### src/rtl/move_scheduler.sv
// move_scheduler: steps a block position every STEP_DIV+2 clocks along the latest requested heading.
// Optional feature macro NO_REVERSE_EN: a request opposite the current heading is dropped at sampling.
module move_scheduler #(
   parameter int unsigned STEP_DIV = 833333,
   parameter int unsigned STEP     = 2,
   parameter int unsigned X_MIN    = 150,
   parameter int unsigned X_MAX    = 800,
   parameter int unsigned Y_MIN    = 34,
   parameter int unsigned Y_MAX    = 514
) (
   input  logic       clk,
   input  logic       rst,
   input  logic       up,
   input  logic       down,
   input  logic       left,
   input  logic       right,
   output logic [9:0] xpos,
   output logic [9:0] ypos,
   output logic [1:0] direction,
   output logic       step_pulse,
   output logic       wrapped
);

   localparam int unsigned      DIV_W    = (STEP_DIV > 1) ? $clog2(STEP_DIV) : 1;
   localparam logic [DIV_W-1:0] DIV_LAST = DIV_W'(STEP_DIV - 1);
   localparam logic [DIV_W-1:0] DIV_ONE  = DIV_W'(1);
   localparam logic [10:0]      STEP_W   = 11'(STEP);
   localparam logic [10:0]      X_MIN_W  = 11'(X_MIN);
   localparam logic [10:0]      X_MAX_W  = 11'(X_MAX);
   localparam logic [10:0]      Y_MIN_W  = 11'(Y_MIN);
   localparam logic [10:0]      Y_MAX_W  = 11'(Y_MAX);
   localparam logic [9:0]       X_RST    = 10'd450;
   localparam logic [9:0]       Y_RST    = 10'd250;

   typedef enum logic [1:0] {
      DIR_RIGHT = 2'b00,
      DIR_LEFT  = 2'b01,
      DIR_UP    = 2'b10,
      DIR_DOWN  = 2'b11
   } dir_t;

   typedef enum logic [1:0] {
      IDLE,
      SAMPLE,
      MOVE
   } state_t;

   state_t           state_q, state_d;
   logic [DIV_W-1:0] div_q, div_d;
   logic             pend_valid_q, pend_valid_d;
   dir_t             pend_dir_q, pend_dir_d;
   dir_t             dir_q, dir_d;
   logic [9:0]       xpos_q, xpos_d;
   logic [9:0]       ypos_q, ypos_d;
   logic             pulse_q, pulse_d;
   logic             wrap_q, wrap_d;

   logic             btn_any;
   dir_t             btn_dir;
   logic             reverse;
   logic [9:0]       mv_x, mv_y;
   logic             mv_wrap;

   always_comb begin
      btn_any = right | left | up | down;
      btn_dir = DIR_DOWN;
      if (right)     btn_dir = DIR_RIGHT;
      else if (left) btn_dir = DIR_LEFT;
      else if (up)   btn_dir = DIR_UP;
   end

`ifdef NO_REVERSE_EN
   always_comb reverse = (pend_dir_q == (dir_q ^ 2'b01));
`else
   always_comb reverse = 1'b0;
`endif

   // Widened to 11 bits so position +/- STEP cannot overflow before the bound test.
   always_comb begin
      mv_x    = xpos_q;
      mv_y    = ypos_q;
      mv_wrap = 1'b0;
      case (dir_q)
         DIR_RIGHT: begin
            if (({1'b0, xpos_q} + STEP_W) > X_MAX_W) begin
               mv_x    = X_MIN_W[9:0];
               mv_wrap = 1'b1;
            end else begin
               mv_x = 10'({1'b0, xpos_q} + STEP_W);
            end
         end
         DIR_LEFT: begin
            if ({1'b0, xpos_q} < (X_MIN_W + STEP_W)) begin
               mv_x    = X_MAX_W[9:0];
               mv_wrap = 1'b1;
            end else begin
               mv_x = 10'({1'b0, xpos_q} - STEP_W);
            end
         end
         DIR_UP: begin
            if ({1'b0, ypos_q} < (Y_MIN_W + STEP_W)) begin
               mv_y    = Y_MAX_W[9:0];
               mv_wrap = 1'b1;
            end else begin
               mv_y = 10'({1'b0, ypos_q} - STEP_W);
            end
         end
         DIR_DOWN: begin
            if (({1'b0, ypos_q} + STEP_W) > Y_MAX_W) begin
               mv_y    = Y_MIN_W[9:0];
               mv_wrap = 1'b1;
            end else begin
               mv_y = 10'({1'b0, ypos_q} + STEP_W);
            end
         end
      endcase
   end

   always_comb begin
      state_d      = state_q;
      div_d        = div_q;
      pend_valid_d = pend_valid_q;
      pend_dir_d   = pend_dir_q;
      dir_d        = dir_q;
      xpos_d       = xpos_q;
      ypos_d       = ypos_q;
      pulse_d      = 1'b0;
      wrap_d       = 1'b0;

      case (state_q)
         IDLE: begin
            if (div_q == DIV_LAST) begin
               div_d   = '0;
               state_d = SAMPLE;
            end else begin
               div_d = div_q + DIV_ONE;
            end
         end
         SAMPLE: begin
            if (pend_valid_q) begin
               if (!reverse) dir_d = pend_dir_q;
               pend_valid_d = 1'b0;
            end
            state_d = MOVE;
         end
         MOVE: begin
            xpos_d  = mv_x;
            ypos_d  = mv_y;
            pulse_d = 1'b1;
            wrap_d  = mv_wrap;
            state_d = IDLE;
         end
         default: state_d = IDLE;
      endcase

      // Applied after the state case so a press during SAMPLE survives the clear.
      if (btn_any) begin
         pend_valid_d = 1'b1;
         pend_dir_d   = btn_dir;
      end
   end

   always_ff @(posedge clk or posedge rst) begin
      if (rst) begin
         state_q      <= IDLE;
         div_q        <= '0;
         pend_valid_q <= 1'b0;
         pend_dir_q   <= DIR_RIGHT;
         dir_q        <= DIR_RIGHT;
         xpos_q       <= X_RST;
         ypos_q       <= Y_RST;
         pulse_q      <= 1'b0;
         wrap_q       <= 1'b0;
      end else begin
         state_q      <= state_d;
         div_q        <= div_d;
         pend_valid_q <= pend_valid_d;
         pend_dir_q   <= pend_dir_d;
         dir_q        <= dir_d;
         xpos_q       <= xpos_d;
         ypos_q       <= ypos_d;
         pulse_q      <= pulse_d;
         wrap_q       <= wrap_d;
      end
   end

   assign xpos       = xpos_q;
   assign ypos       = ypos_q;
   assign direction  = dir_q;
   assign step_pulse = pulse_q;
   assign wrapped    = wrap_q;

endmodule

### config.mk
export PLATFORM = sky130hd
export DESIGN_NAME = move_scheduler
export DESIGN_NICKNAME = d
export VERILOG_FILES = /design/src/rtl/move_scheduler.sv
export SDC_FILE = /design/constraint.sdc
export NUM_CORES = 1
export LEC_CHECK = 0
export CAP_MARGIN = 20
export CELL_PAD_IN_SITES_DETAIL_PLACEMENT = 0
export CELL_PAD_IN_SITES_GLOBAL_PLACEMENT = 1
export CORE_AREA = 2 2 107 83
export CTS_CLUSTER_SIZE = 25
export DETAILED_ROUTE_END_ITERATION = 6
export DIE_AREA = 0 0 109 85
export HOLD_SLACK_MARGIN = 0.08
export PLACE_DENSITY_LB_ADDON = 0.1
export REMOVE_ABC_BUFFERS = 1
export SLEW_MARGIN = 20
export SYNTH_ARGS = -nofsm -noshare
export SYNTH_HDL_FRONTEND = slang
export SYNTH_SLANG_ARGS = --single-unit
export TNS_END_PERCENT = 100
### constraint.sdc
create_clock -name clk -period 2.5 [get_ports clk]
set_clock_uncertainty 0.15 [all_clocks]
set_input_delay 0.25 -clock clk [delete_from_list [all_inputs] [get_ports clk]]
set_output_delay 0.25 -clock clk [all_outputs]
set_load 0.02 [all_outputs]
---- Word level (Yosys, flattened, before mapping) ----
Index checks and enable logic that the tools add are counted.
storage, ports and cells
  bits in registers ....................... 49
  bits in latches ......................... 0
  RAM bits ................................ 0
  ROM bits ................................ 0
  input bits .............................. 6
  output and inout port bits .............. 24
  logic and storage cells ................. 57
  memories ................................ 0
cells by class
  $add $sub $neg .......................... 5
  multiply operators ...................... 0
  div/mod/pow operators ................... 0
  magnitude comparators ................... 4
  equality and inequality tests ........... 7
  shift operators ......................... 0
  muxes and demuxes ....................... 21
  bitwise operators ....................... 3
  reductions and logical operators ........ 8
operator list
  cell                                                             number
  2-to-1 mux 10 bit                                                4
  case mux 10 bit (2 select lines)                                 2
  adder 10 x 2 -> 11 bit, second input constant                    2
  greater-than comparator 11 x 10 -> 1 bit, second input constant  2
  adder 20 x 1 -> 20 bit, second input constant                    1
  == test 20 bit, second input constant                            1
  2-to-1 mux 20 bit                                                1
  subtractor 10 x 2 -> 10 bit, second input constant               2
  < comparator 10 x 6 -> 1 bit, second input constant              1
  < comparator 10 x 8 -> 1 bit, second input constant              1
  2-to-1 mux 1 bit                                                 9
  == test 2 bit, second input constant                             3
  2-to-1 mux 2 bit                                                 3
  AND reduction 2 bit                                              3
  nonzero test 2 bit                                               3
  == test 2 x 1 -> 1 bit, second input constant                    2
  logical NOT 2 bit                                                2
  case mux 1 bit (4 select lines)                                  1
  case mux 2 bit (2 select lines)                                  1
  OR 1 bit                                                         3
  inequality test 2 bit, second input constant                     1

---- Depth between registers and ports, before layout ----
  depth in word-level cells ............... 5
  gate-level depth with buffers ........... 9
  depth with buffers taken out ............ 9

---- Worst setup path before layout ----
Ideal clock, no wire load.
  path kind ............................... register -> register
  start ................................... register ypos_q[5], in the netlist ypos[5]
  end ..................................... register ypos_q[2], in the netlist ypos[2]
  setup time .............................. 83 ps
  arrival time ............................ 2443 ps
  required time ........................... 2267 ps
  path slack .............................. -176 ps
  cell stages (with the launch flop) ...... 9
  buffers on the path ..................... 1
  period minus slack after synthesis ...... 2676 ps
  path through ............................ dfstp_2 > clkbuf_1 > nand2_1 > nor2_1 > mux2_2 > o31ai_1 > a31oi_1 > mux2_2 > o21ai_0
between the ends
  cells in the longest elaborated chain, start to end .. 4
  elaborated cells between the ends (all ways) .. 6
  classes of those cells .................. 1 x add/sub; 2 x order compare; 3 x mux
ends and longest elaborated chain
  element                                   RTL line  source
  start, declared                           54        logic [9:0] ypos_q, ypos_d;
  start signal, assigned                    181       ypos_q <= ypos_d;
  adder 10 x 2 -> 11 bit                    --
  greater-than comparator 11 x 10 -> 1 bit  109       if (({1'b0, ypos_q} + STEP_W) > Y_MAX_W) begin
  2-to-1 mux 10 bit                         109
  case mux 10 bit (2 select lines) *        83        case (dir_q)
Every way passes the cells marked *; elsewhere a longest branch is shown, timed or not.
A chain may end at the register's enable or synchronous reset.

---- Worst setup path after layout ----
  start ................................... register xpos_q[1], in the netlist xpos[1]
  end ..................................... register xpos_q[6], in the netlist xpos[6]
between the ends
  cells in the longest elaborated chain, start to end .. 4
  elaborated cells between the ends (all ways) .. 7
  classes of those cells .................. 2 x add/sub; 2 x order compare; 3 x mux
ends and longest elaborated chain
  element                                   RTL line  source
  start, declared                           53        logic [9:0] xpos_q, xpos_d;
  start signal, assigned                    180       xpos_q <= xpos_d;
  adder 10 x 2 -> 11 bit                    89        mv_x = 10'({1'b0, xpos_q} + STEP_W);
  greater-than comparator 11 x 10 -> 1 bit  85        if (({1'b0, xpos_q} + STEP_W) > X_MAX_W) begin
  2-to-1 mux 10 bit                         85
  case mux 10 bit (2 select lines) *        83
Marks and branches as above.

==> impl_metrics.toml <==
[run_status]
status = "complete, no violations"

[routing]
drtIter0Drc = 228
drtPass1Iterations = 4
drc = 0
routed_via_density = 5.42
ant_nets = 0
dr_total_vias = 2989
routed_wl_um = 8270
wire_per_inst_um = 15.0

[setup_path]
worstPathArrival_ps = 2510
required_ps = 2570
end_kind = "register"
start_kind = "register"
cp_max_fo = 8
worstSetupPathType = "register to register"

[placement]
dp_slack_ps = -46.0
place.gp.congestion = 0.802
numPlacedInstances = 542
io_buffer_count = 27
dpl.hpwl_um = 6300

[clocking]
numCtsBuffers = 5
clk_latency_ps = 300
clock_path_buffers = 2
hold_buffers = 0
htree_levels = 2
path_clk_slew_ps = 90
cts_num_sinks = 47
tritoncts = "yes"
cts_root_buf = "clkbuf_8"

[synthesis]
syn_inst = 388
ys_seq_area_share_pct = 37.6
synth-edff-count = 0
synth_flop_cell = "dfrtp_1"
synthArstFlopShare_pct = 100
synth_top_area_share_pct = 29.3
synth_cell_types = 59
synth.largest_area_cell = "dfrtp_1"
syn_area_um2 = 3160
ys_seq_elements = 47
yosys_warnings = 0
yosys-top-cells-area = "dfrtp_1 (29%), dfstp_2 (8.3%), nor2_1 (5.6%)"
syn_area_per_cell_um2 = 8.14

[timing]
finalCritPeriodShare_pct = 97.3
setup_ws_ps = 67.4
period_minus_slack_ps = 2430
fmax_mhz = 411
holdWs_ps = 121
finalSetupViolCount = 0
hold_violations = 0
rsz0062_at_grt = "true"
tns_ps = 0
drv_slew = 0

[die]
dieArea_um2 = 9270
row_count = 29
die_h_um = 85
die_w_um = 109
initial_core_util_pct = 38.3
io_pins = 30
core_area_um2 = 8240

[cells_and_area]
layout-drive-gt1-share_pct = 19.4
antenna_cells = 0
area_delta_synth_final_pct = 26.5
final_common_cell = "buf_4"
stdcell_count = 551
mostFrequentLayoutCells = "buf_4 (46), nor2_1 (45), nand2_1 (43)"
layout.nets = 455
nFillCells = 793

[global_route]
grt_pass1_vias = 2759
grt_usage_pct = 19.2
met2_usage_pct = 28.0
met1_usage_pct = 29.7
grt_max_degree = 22
antenna_found_initial = 0
globalRouteOverflowTotal = 0
grt_first_pass_wirelength_um = 14000
use_met3_pct = 3.38
busiest_layer = "met1"

[power_and_ir_drop]
power.density_nw_per_um2 = 366
ir_worst_vdd_v = 0.000338
p_leak_nw = 1.75

[job]
maxCapViolCount = 0

[min_path]
worstHoldPathType = "input pin to async pin"
==> per-layer routing <==
metal	vias to the layer above	share of wire [%]
met3	5	4.9
met4	0	0.65
met2	78	43
met1	1424	51
met5	-	0
li1	1482	-
==> synth_stat cells, types with 2 or more instances <==
cell type / count
a32o_2: 2
nand3_1: 17
a21oi_1: 20
a211oi_1: 3
o21ai_0: 19
ha_1: 7
o31ai_1: 6
xor2_1: 11
buf_2: 3
a211o_1: 4
xnor2_1: 10
and2_1: 4
nand2_1: 43
clkbuf_1: 18
o221ai_1: 2
nor3_1: 11
or3_1: 6
mux2_2: 4
or2_2: 2
nand3b_1: 2
buf_6: 2
nor2_1: 47
and3_1: 9
o22ai_1: 2
inv_1: 15
nand2b_1: 10
a221o_1: 2
nor4_1: 6
a31oi_1: 5
dfstp_2: 10
a21o_1: 5
nor2b_1: 5
a22o_1: 2
dfrtp_1: 37
nand4_1: 12
buf_4: 2
==> worst paths after layout <==
path | slack [ps] | end | cells past startpoint | from
max reg2reg | 70 | xpos[6] | 7 | xpos[1]
max in group asynchronous | 1410 | ypos[1] | 3 | rst
min reg2reg | 360 | div_q[7] | 1 | div_q[7]
min | 120 | pend_dir_q[0] | 2 | rst
min in group clk | 360 | div_q[7] | 1 | div_q[7]
max | 70 | xpos[6] | 7 | xpos[1]
==> registers in the layout, summed over array words and instances, names as in the netlist <==
name and cells:
wrapped 1, pend_valid_q 1, xpos 9, direction 2
step_pulse 1, div_q 20, ypos 9, state_q 2
pend_dir_q 2
==> final cells by class <==
cell class	count	area, um^2	area share, %
clock buffers	6	72.6	1.82
clock inverters	2	60.1	1.50
inverters	15	56.3	1.41
multi-input cells	300	1870	46.7
flip-flops and latches	47	1190	29.8
well taps	108	135	3.38
repair buffers	73	616	15.4
==> stage by stage <==
| stage | util, % | total power, mW | instance area [um^2] |
|---|---|---|---|
| floorplan | - | 0.794 | 3030 |
| global placement | 45.8 | 0.813 | 3780 |
| detailed placement | 45.8 | 0.814 | 3780 |
| CTS | 47.6 | 1.49 | 3920 |
| global route | 48.5 | 1.51 | 3990 |
| finish | 48.5 | 1.46 | 3990 |
==> worst max-delay path, cell delays in order (launching register included) <==
cell	delay, ps
dfstp_2	620
ha_4	210
o2111ai_2	130
a32o_2	290
a32o_2	270
a21o_1	180
or4_1	400
o211ai_1	120
==> cell families (layout without fill, tap and decap cells) <==
| kind of cell | count (synthesis) | after routing | share of synthesized area, % |
|---|---|---|---|
| adders and majority gates | 7 | 7 | 2.77 |
| AOI/OAI and AO/OA | 85 | 85 | 18.0 |
| and+or+nand+nor | 181 | 181 | 28.3 |
| DFF | 47 | 47 | 37.6 |
| muxes | 4 | 4 | 1.43 |
| other | 1 | 2 | 0.119 |
| buffers and inverters | 42 | 96 | 5.86 |
| xor gates and xnor gates | 21 | 21 | 5.82 |
==> power breakdown <==
part,internal (mW),switching [mW],total (mW)
Clock,0.400,0.265,0.665
Sequential,0.762,0.000875,0.763
Combinational,0.0109,0.0232,0.0341
Total,1.17,0.289,1.46
==> what timing repair did <==
action,in CTS,in global routing
resized for setup,3,13
endpoints found under the setup margin,5,11
pin swaps,0,2
setup buffers,0,1
Power figures use the tool's default switching activity.
